**config.mk**
```make
export PLATFORM = sky130hd
export DESIGN_NAME = secded_batch_ctrl
export DESIGN_NICKNAME = d
export VERILOG_FILES = /design/src/rtl/secded_pkg.sv /design/src/rtl/secded_dec16.sv /design/src/rtl/secded_batch_ctrl.sv
export SDC_FILE = /design/constraint.sdc
export NUM_CORES = 1
export LEC_CHECK = 0
export ABC_AREA = 1
export BUFFER_PORTS_ARGS = -buffer_cell sky130_fd_sc_hd__buf_2
export CAP_MARGIN = 20
export CORE_ASPECT_RATIO = 1.4
export CORE_MARGIN = 10
export CORE_UTILIZATION = 52
export DETAILED_ROUTE_END_ITERATION = 8
export GPL_TIMING_DRIVEN = 0
export PLACE_DENSITY = 0.81
export SKIP_LAST_GASP = 1
export SLEW_MARGIN = 5
export SYNTH_ARGS = -nofsm -noshare
export SYNTH_HDL_FRONTEND = slang
export SYNTH_SLANG_ARGS = --single-unit
```
**constraint.sdc**
```tcl
create_clock -name clk -period 1.5 [get_ports clk]
set_input_delay 0 -clock clk [delete_from_list [all_inputs] [get_ports clk]]
set_output_delay 0 -clock clk [all_outputs]
set_load 0.02 [all_outputs]
```
**src/rtl/secded_pkg.sv**
```systemverilog
// Shared types and constants for the SECDED batch decoder: sequencer states,
// decode status codes and the Hamming positions that carry data bits.
package secded_pkg;

    typedef enum logic [2:0] {
        IDLE  = 3'd0,
        RD_LO = 3'd1,
        RD_HI = 3'd2,
        CAP   = 3'd3,
        WR_HI = 3'd4,
        WR_LO = 3'd5,
        DONE  = 3'd6
    } state_e;

    localparam logic [1:0] ST_CLEAN  = 2'b00;
    localparam logic [1:0] ST_SINGLE = 2'b01;
    localparam logic [1:0] ST_DOUBLE = 2'b10;

    // Entry j is the codeword position of data bit d(j+1).
    localparam logic [10:0][3:0] DATA_POS = {4'd15, 4'd14, 4'd13, 4'd12, 4'd11, 4'd10,
                                             4'd9,  4'd7,  4'd6,  4'd5,  4'd3};

    function automatic logic [7:0] result_hi(input logic [1:0] st, input logic [10:0] d);
        return {st, 3'b000, d[10:8]};
    endfunction

endpackage

```
**src/rtl/secded_dec16.sv**
```systemverilog
// Combinational 16-bit Hamming SECDED decoder: corrects one error, flags two,
// and returns the 11 data bits with a two-bit status.
module secded_dec16
    import secded_pkg::*;
(
    input  logic [15:0] cw_i,
    output logic [10:0] data_o,
    output logic [1:0]  status_o
);

    logic [3:0] syn_s;
    logic       par_s;

    // Syndrome, overall parity, classification and in-place correction of data bits.
    always_comb begin
        syn_s    = 4'd0;
        par_s    = ^cw_i;
        data_o   = 11'd0;
        status_o = ST_CLEAN;
        for (int k = 1; k < 16; k++) begin
            syn_s = syn_s ^ (cw_i[k] ? 4'(k) : 4'd0);
        end
        if (par_s) begin
            status_o = ST_SINGLE;
        end else if (syn_s != 4'd0) begin
            status_o = ST_DOUBLE;
        end else begin
            status_o = ST_CLEAN;
        end
        // Only a single error is corrected; a zero syndrome points at p0, which carries no data.
        for (int j = 0; j < 11; j++) begin
            data_o[j] = cw_i[DATA_POS[j]] ^ (par_s && (syn_s == DATA_POS[j]));
        end
    end

endmodule

```
**src/rtl/secded_batch_ctrl.sv**
```systemverilog
// Data-memory master that decodes a batch of SECDED codewords from SRC_BASE and
// writes status-tagged results to DST_BASE, keeping per-outcome counters.
module secded_batch_ctrl
    import secded_pkg::*;
#(
    parameter int unsigned NUM_MSG  = 15,
    parameter int unsigned SRC_BASE = 30,
    parameter int unsigned DST_BASE = 0,
    parameter int unsigned AW       = 8
) (
    input  logic          clk,
    input  logic          reset,
    input  logic          start,
    output logic          busy,
    output logic          done,
    output logic [AW-1:0] dm_addr,
    output logic          dm_we,
    output logic [7:0]    dm_wdata,
    input  logic [7:0]    dm_rdata,
    output logic [3:0]    n_clean,
    output logic [3:0]    n_single,
    output logic [3:0]    n_double
);

    localparam int unsigned   IW       = (NUM_MSG > 1) ? $clog2(NUM_MSG) : 1;
    localparam logic [IW-1:0] LAST_IDX = IW'(NUM_MSG - 1);

    state_e        state_q;
    logic [IW-1:0] idx_q;
    logic [IW-1:0] idx_d;
    logic [7:0]    lo_q;
    logic [10:0]   data_q;
    logic [1:0]    status_q;
    logic          busy_q;
    logic          done_q;
    logic          we_q;
    logic [AW-1:0] addr_q;
    logic [7:0]    wdata_q;
    logic [3:0]    n_clean_q;
    logic [3:0]    n_single_q;
    logic [3:0]    n_double_q;
    logic [10:0]   dec_data_s;
    logic [1:0]    dec_status_s;

    function automatic logic [AW-1:0] addr_of(input int unsigned base,
                                              input logic [IW-1:0] idx,
                                              input logic hi);
        return AW'(base + 32'd2 * 32'(idx) + 32'(hi));
    endfunction

    function automatic logic [3:0] sat_inc(input logic [3:0] c);
        return (c == 4'd15) ? c : c + 4'd1;
    endfunction

    assign idx_d = idx_q + IW'(1);

    // The high byte arrives on dm_rdata during CAP, so decode sees the full word there.
    secded_dec16 u_dec (
        .cw_i     ({dm_rdata, lo_q}),
        .data_o   (dec_data_s),
        .status_o (dec_status_s)
    );

    // Sequencer: outputs are registered alongside the state they belong to.
    always_ff @(posedge clk) begin
        if (reset) begin
            state_q    <= IDLE;
            idx_q      <= '0;
            lo_q       <= 8'd0;
            data_q     <= 11'd0;
            status_q   <= ST_CLEAN;
            busy_q     <= 1'b0;
            done_q     <= 1'b0;
            we_q       <= 1'b0;
            addr_q     <= '0;
            wdata_q    <= 8'd0;
            n_clean_q  <= 4'd0;
            n_single_q <= 4'd0;
            n_double_q <= 4'd0;
        end else begin
            we_q    <= 1'b0;
            addr_q  <= '0;
            wdata_q <= 8'd0;
            case (state_q)
                IDLE: begin
                    if (start) begin
                        state_q    <= RD_LO;
                        idx_q      <= '0;
                        n_clean_q  <= 4'd0;
                        n_single_q <= 4'd0;
                        n_double_q <= 4'd0;
                        busy_q     <= 1'b1;
                        addr_q     <= addr_of(SRC_BASE, '0, 1'b0);
                    end else begin
                        state_q <= IDLE;
                    end
                end
                RD_LO: begin
                    state_q <= RD_HI;
                    addr_q  <= addr_of(SRC_BASE, idx_q, 1'b1);
                end
                RD_HI: begin
                    lo_q    <= dm_rdata;
                    state_q <= CAP;
                end
                CAP: begin
                    data_q   <= dec_data_s;
                    status_q <= dec_status_s;
                    we_q     <= 1'b1;
                    addr_q   <= addr_of(DST_BASE, idx_q, 1'b1);
                    wdata_q  <= result_hi(dec_status_s, dec_data_s);
                    state_q  <= WR_HI;
                end
                WR_HI: begin
                    we_q    <= 1'b1;
                    addr_q  <= addr_of(DST_BASE, idx_q, 1'b0);
                    wdata_q <= data_q[7:0];
                    state_q <= WR_LO;
                    case (status_q)
                        ST_CLEAN:  n_clean_q  <= sat_inc(n_clean_q);
                        ST_SINGLE: n_single_q <= sat_inc(n_single_q);
                        ST_DOUBLE: n_double_q <= sat_inc(n_double_q);
                        default:   n_clean_q  <= n_clean_q;
                    endcase
                end
                WR_LO: begin
                    if (idx_q == LAST_IDX) begin
                        state_q <= DONE;
                        busy_q  <= 1'b0;
                        done_q  <= 1'b1;
                    end else begin
                        idx_q   <= idx_d;
                        addr_q  <= addr_of(SRC_BASE, idx_d, 1'b0);
                        state_q <= RD_LO;
                    end
                end
                DONE: begin
                    if (!start) begin
                        state_q <= IDLE;
                        done_q  <= 1'b0;
                    end else begin
                        state_q <= DONE;
                    end
                end
                default: begin
                    state_q <= IDLE;
                    busy_q  <= 1'b0;
                    done_q  <= 1'b0;
                end
            endcase
        end
    end

    assign busy     = busy_q;
    assign done     = done_q;
    assign dm_addr  = addr_q;
    assign dm_we    = we_q;
    assign dm_wdata = wdata_q;
    assign n_clean  = n_clean_q;
    assign n_single = n_single_q;
    assign n_double = n_double_q;

endmodule

```
==> Word-level counts from Yosys, hierarchy flattened <==
Index checks and enable logic that the tools add are counted.
{ "totals": {"register_bits": 56, "inputBits": 11, "output_inout_bits": 31, "elab_cells": 151} }
{ "op_classes": {"n_reduce_logical": 26, "n_addsub": 8, "n_mux": 44, "bitwise_logic": 27, "n_eq_ne": 33} }
{ "op_table": {"columns": ["op", "n"], "rows": [
  ["4-bit 2-to-1 mux", 16],
  ["4-bit XOR", 14],
  ["4-bit equality test, second input constant", 11],
  ["7-bit one-hot mux with 5 select lines", 1],
  ["4-bit one-hot mux with 2 select lines", 4],
  ["3-bit one-hot mux with 7 select lines", 1],
  ["3-bit 2-to-1 mux", 6],
  ["4-bit by 1-bit adder with 4-bit output, second input constant", 4],
  ["2-bit inequality test, second input constant", 8],
  ["8-bit one-hot mux with 2 select lines", 1],
  ["16-bit parity", 1],
  ["5-bit by 5-bit adder with 6-bit output, first input constant", 2],
  ["4-bit by 3-bit equality test with 1-bit output, second input constant", 3],
  ["4-bit AND reduction", 3],
  ["1-bit logical AND", 11],
  ["1-bit XOR", 11],
  ["5-bit OR reduction", 2],
  ["3-bit equality test, second input constant", 3],
  ["3-bit AND reduction", 3],
  ["2-bit 2-to-1 mux", 4],
  ["6-bit by 1-bit adder with 7-bit output, second input constant", 1],
  ["1-bit 2-to-1 mux", 7],
  ["5-bit by 1-bit adder with 6-bit output, second input constant", 1],
  ["3-bit by 2-bit equality test with 1-bit output, second input constant", 2],
  ["14 further kinds", 18]
]} }

==> Depth between registers and ports, before layout <==
{ "logic_depth": {"ltp_word": 19, "depth_mapped": 16, "mapped_depth_nobuf": 16} }

==> Cells and area by module <==
From an unflattened synthesis, not the netlist that was laid out.
{ "unflattened": {"hier_cells": 513, "area_unflattened_um2": 3437.0} }
{ "modules_own_cells": {"columns": ["module", "cells_each", "area_each_um2", "n_inst", "seq_area_each_um2"], "rows": [
  ["secded_batch_ctrl", 331, 2444.8, 1, 1081.0],
  ["secded_dec16", 182, 992.2, 1, 0.0]
]} }

==> Least setup slack after synthesis <==
OpenSTA, ideal clock, no wires.
{ "synth_path": {"path_type": "register -> register", "startpoint": "register lo_q[6]", "endpoint": "register data_q[1]", "period_less_slack_ns": 1.576, "setup_slack_ns": -0.076, "arrival_time_ns": 1.462, "t_required_ns": 1.386, "path_buffers": 0, "setup_ns": 0.114, "path_stages_with_launch": 14, "cell_sequence": "dfxtp_1 > inv_1 > nand2_1 > nand2_2 > nand2_2 > nand2_4 > xor2_4 > inv_4 > nor2_8 > nand2_2 > nand2_1 > nand2_1 > o21bai_1 > inv_1"} }
{ "synth_between": {"elab_chain_len": 14, "word_cells_on_any_way": 15} }
{ "synth_rtl": {"columns": ["element", "line_no", "source"], "rows": [
  ["start: declaration", "secded_batch_ctrl.sv:31", "logic [7:0] lo_q;"],
  ["start signal: assignment", "secded_batch_ctrl.sv:103", "lo_q <= dm_rdata;"],
  ["3-bit 2-to-1 mux", "secded_dec16.sv:21", "syn_s = syn_s ^ (cw_i[k] ? 4'(k) : 4'd0);"],
  ["4-bit XOR (10 in series)", "secded_dec16.sv:21", null],
  ["4-bit by 3-bit equality test with 1-bit output", "secded_dec16.sv:32", "data_o[j] = cw_i[DATA_POS[j]] ^ (par_s && (syn_s == DATA_POS[j]));"],
  ["1-bit logical AND *", "secded_dec16.sv:32", null],
  ["1-bit XOR *", "secded_dec16.sv:32", null],
  ["end signal: assignment", "secded_batch_ctrl.sv:107", "data_q <= dec_data_s;"],
  ["end: declaration", "secded_batch_ctrl.sv:32", "logic [10:0] data_q;"]
]} }
Every way passes the cells marked *; elsewhere a longest branch is shown, timed or not.
A chain may end at the register's enable or synchronous reset.

==> Final worst setup path <==
{ "layout_path": {"startpoint": "register lo_q[3]", "endpoint": "register data_q[1]"} }
{ "layout_between": {"elab_chain_len": 17, "word_cells_on_any_way": 18} }
{ "layout_rtl": {"columns": ["element", "line_no"], "rows": [
  ["2-bit 2-to-1 mux", "secded_dec16.sv:21"],
  ["4-bit XOR (13 in series)", "secded_dec16.sv:21"],
  ["4-bit by 3-bit equality test with 1-bit output", "secded_dec16.sv:32"],
  ["1-bit logical AND *", "secded_dec16.sv:32"],
  ["1-bit XOR *", "secded_dec16.sv:32"]
]} }
Marked as above.

==> results.md <==
- Vias in the first global route: 3,181
- Routability cong.: 0.962
- Max stage delay cell, worst path: dfxtp_4
- I/O pins: 42
- Synthesized cell area: 3220 µm²
- Max IR drop VDD: 677 µV
- Critical path's largest stage delay: 390 ps
- Required @ worst endpoint: 1710 ps
- Nets: 584
- DIE AREA: 9790 µm²
- Initial cell density of the core: 0.542
- Synthesis Warnings: 0
- Wire per inst: 15.4 µm
- Final instance area: 4290 µm²
- Detailed placement HPWL: 6110 µm
- Relative slew slack: 0.570
- Initial DRT Pass Iterations: 8
- Row count: 33
- Worst-Margin Slew: 645 ps
- Pins Over Slew Limit: 0
- Top sig layer: met4
- Arr. time, crit path: 1970 ps
- Met3 Wirelength: 634 µm
- Run status: finished with violations
- CTS buffer count: 5
- Critical-path cell list: inv_4, nand2_4, nand2_2, nand2_2, nand2_1, nand2_1, nand3_1, nand2_4, nand2_4, inv_4, nand2_2, nand2_1, nand2_1, o21bai_1, inv_1
- Worst setup EP type: flop
- Residual DRC: 0
- Metal1 wirelength: 3590 µm
- Clock-pin slew on the worst setup and hold paths: 100 ps
- WHS: 16.4 ps
- Synthesis-to-finish area growth: 33.1%
- Vias: 3,579
- Post-Route WL: 9820 µm
- Main synth FF type: dfxtp_1
- Register area share after synthesis: 0.336
- Max Clock Skew: 3.38 ps
- Die Ht: 113 µm
- Worst Path Buf+Inv: 3
- Met2 wire length: 5230 µm
- Total congestion overflow: 0
- Fin Setup TNS: -2260 ps
- Syn Inst Count: 489
- Period utilization: 1.17
- Antenna Violating Nets Remaining: 0
- DR iter-0 viols: 317
- Crit-path leading delay family: simple AND/OR/NAND/NOR gates
- Final setup margin: -262 ps
- Pwr/cell area: 1080 nW/µm²
- Fin crit period: 1760 ps
- Fmax: 568 MHz
- Largest net degree at the start of global routing: 17
- RSZ-0062 raised after global routing: true
- First-pass GRT wire length: 14,200 µm
- Diode count: 0
- Clk_lat worst skew: 310 ps
- Clock sink total: 54
- Critical Path Fanout Max: 5
- Synth unique cells: 39
- Violated checks: setup timing
- EDFF count, synth: 0
- Endpoints failing setup: 16
- Critical Path Start Type: flop
- CP Class: flop to flop
- Leading cell type in the layout, fill and taps excluded: nand2_1
- Leakage power: 2.05 nW
- Core area: 5950 µm²
- Yosys reg bits: 54
- Area after DPL: 3510 µm²
- Maxcap violations: 0
- Share of layout cells above drive strength 1: 0.389
- Util after Layout: 0.721
- CTS tree: done
- I/O Buffers: 37
- Root Buffer: clkbuf_8
- Async S/R FF share, synth: 0
- Die width: 86.5 µm
- Most frequent cells in the layout: nand2_1, inv_1, dfxtp_1
- Syn avg cell area: 6.59 µm²
- Vias per std cell: 5.61
- Total Routing Usage GR: 0.170
- Worst Hold Class: input pin to flop
- CP most frequent cell: nand2_1
- Htree depth: 2
- Initial antenna violation count: 0
- Fin. Hold Viols: 0
- Clock buffer depth: 2
-- cells in the mapped netlist, drive strengths merged, types with 4 or more instances --
| cell | number | area (µm²) |
|---|---|---|
| buf | 6 | 46.3 |
| a21oi | 33 | 169 |
| ha | 6 | 75.1 |
| inv | 68 | 258 |
| o21ai | 27 | 135 |
| dfxtp | 54 | 1080 |
| xor2 | 5 | 62.6 |
| nand3 | 41 | 205 |
| nand4 | 4 | 25.0 |
| nand2 | 156 | 673 |
| nor2 | 47 | 234 |
| nor3 | 11 | 60.1 |
| xnor2 | 4 | 35.0 |
| clkbuf | 6 | 22.5 |
| clkinv | 4 | 15.0 |
-- sequential cells by signal, indices dropped and copies added, names as in the netlist --
name      flops
state_q       3
n_single      4
n_double      4
dm_wdata      8
data_q        8
status_q      2
busy          1
n_clean       4
dm_we         1
dm_addr       6
done          1
idx_q         4
lo_q          8
-- cell type report --
| cell class | instances | area (µm²) |
|---|---|---|
| inverter | 72 | 302 |
| sequential | 54 | 1120 |
| clock inverter | 2 | 12.5 |
| buffer | 11 | 71.3 |
| timing repair buffer | 71 | 455 |
| clock buffer | 6 | 82.6 |
| tap | 70 | 87.6 |
| fill | 443 | 1660 |
| multi-input combinational | 352 | 2150 |
-- worst reg2reg max path, cell delays in order, from the launching register on --
cell	delay [ps]
dfxtp_4	390
inv_4	60
nand2_4	70
nand2_2	60
nand2_2	60
nand2_1	60
nand2_1	90
nand3_1	130
nand2_4	190
nand2_4	110
inv_4	80
nand2_2	50
nand2_1	50
nand2_1	50
o21bai_1	160
inv_1	60
-- metal layers --
layer,track usage,vias up
li1,-,1708
met1,0.181,1677
met2,0.315,154
met3,0.0302,40
met4,0.0693,0
met5,0,-
-- cells by family after synthesis --
| kind of cell | count (synthesis) | synth area share |
|---|---|---|
| simple gates | 264 | 0.383 |
| buf+inv | 84 | 0.106 |
| compound gates | 71 | 0.120 |
| flops | 54 | 0.336 |
| xor+xnor | 9 | 0.0303 |
| fa+ha+maj | 6 | 0.0233 |
| other cells | 1 | 0.00116 |
-- stage by stage --
| step | setup WS, ps | std cells | total power (W) |
|---|---|---|---|
| 5_1_grt | -359 | 638 | 0.00485 |
| 3_5_place_dp | -325 | 597 | 0.00313 |
| 3_3_place_gp | -314 | 597 | 0.00309 |
| 6_report | -262 | 638 | 0.00462 |
| 2_1_floorplan | -2.87 | 490 | 0.00282 |
| 4_1_cts | -107 | 619 | 0.00421 |
-- power by group --
group / switching, W / leakage (nW) / internal (W) / total, W
registers: 0.0000998 / 0.448 / 0.00154 / 0.00164
logic: 0.00135 / 1.55 / 0.000762 / 0.00211
clock network: 0.000494 / 0.0472 / 0.000373 / 0.000867
total: 0.00194 / 2.05 / 0.00268 / 0.00462
-- worst paths after layout --
| kind | startpoint | to | slack (ps) | depth (start not counted) |
|---|---|---|---|---|
| worst min register to register | data_q[3] | dm_wdata[3] | 470 | 2 |
| worst max-delay path | lo_q[3] | data_q[1] | -260 | 15 |
| worst min-delay path | dm_rdata[2] | lo_q[2] | 20 | 3 |
| worst max register to register | lo_q[3] | data_q[1] | -260 | 15 |
-- what timing repair did --
item                       CTS  global route
setup endpoints to repair   42            43
pin swaps                   19            27
hold buffers                 3             0
buffers inserted            12            19
hold endpoints to repair     3             0
resized for setup           56            77
No activity file was read; power rests on OpenSTA's default activity.
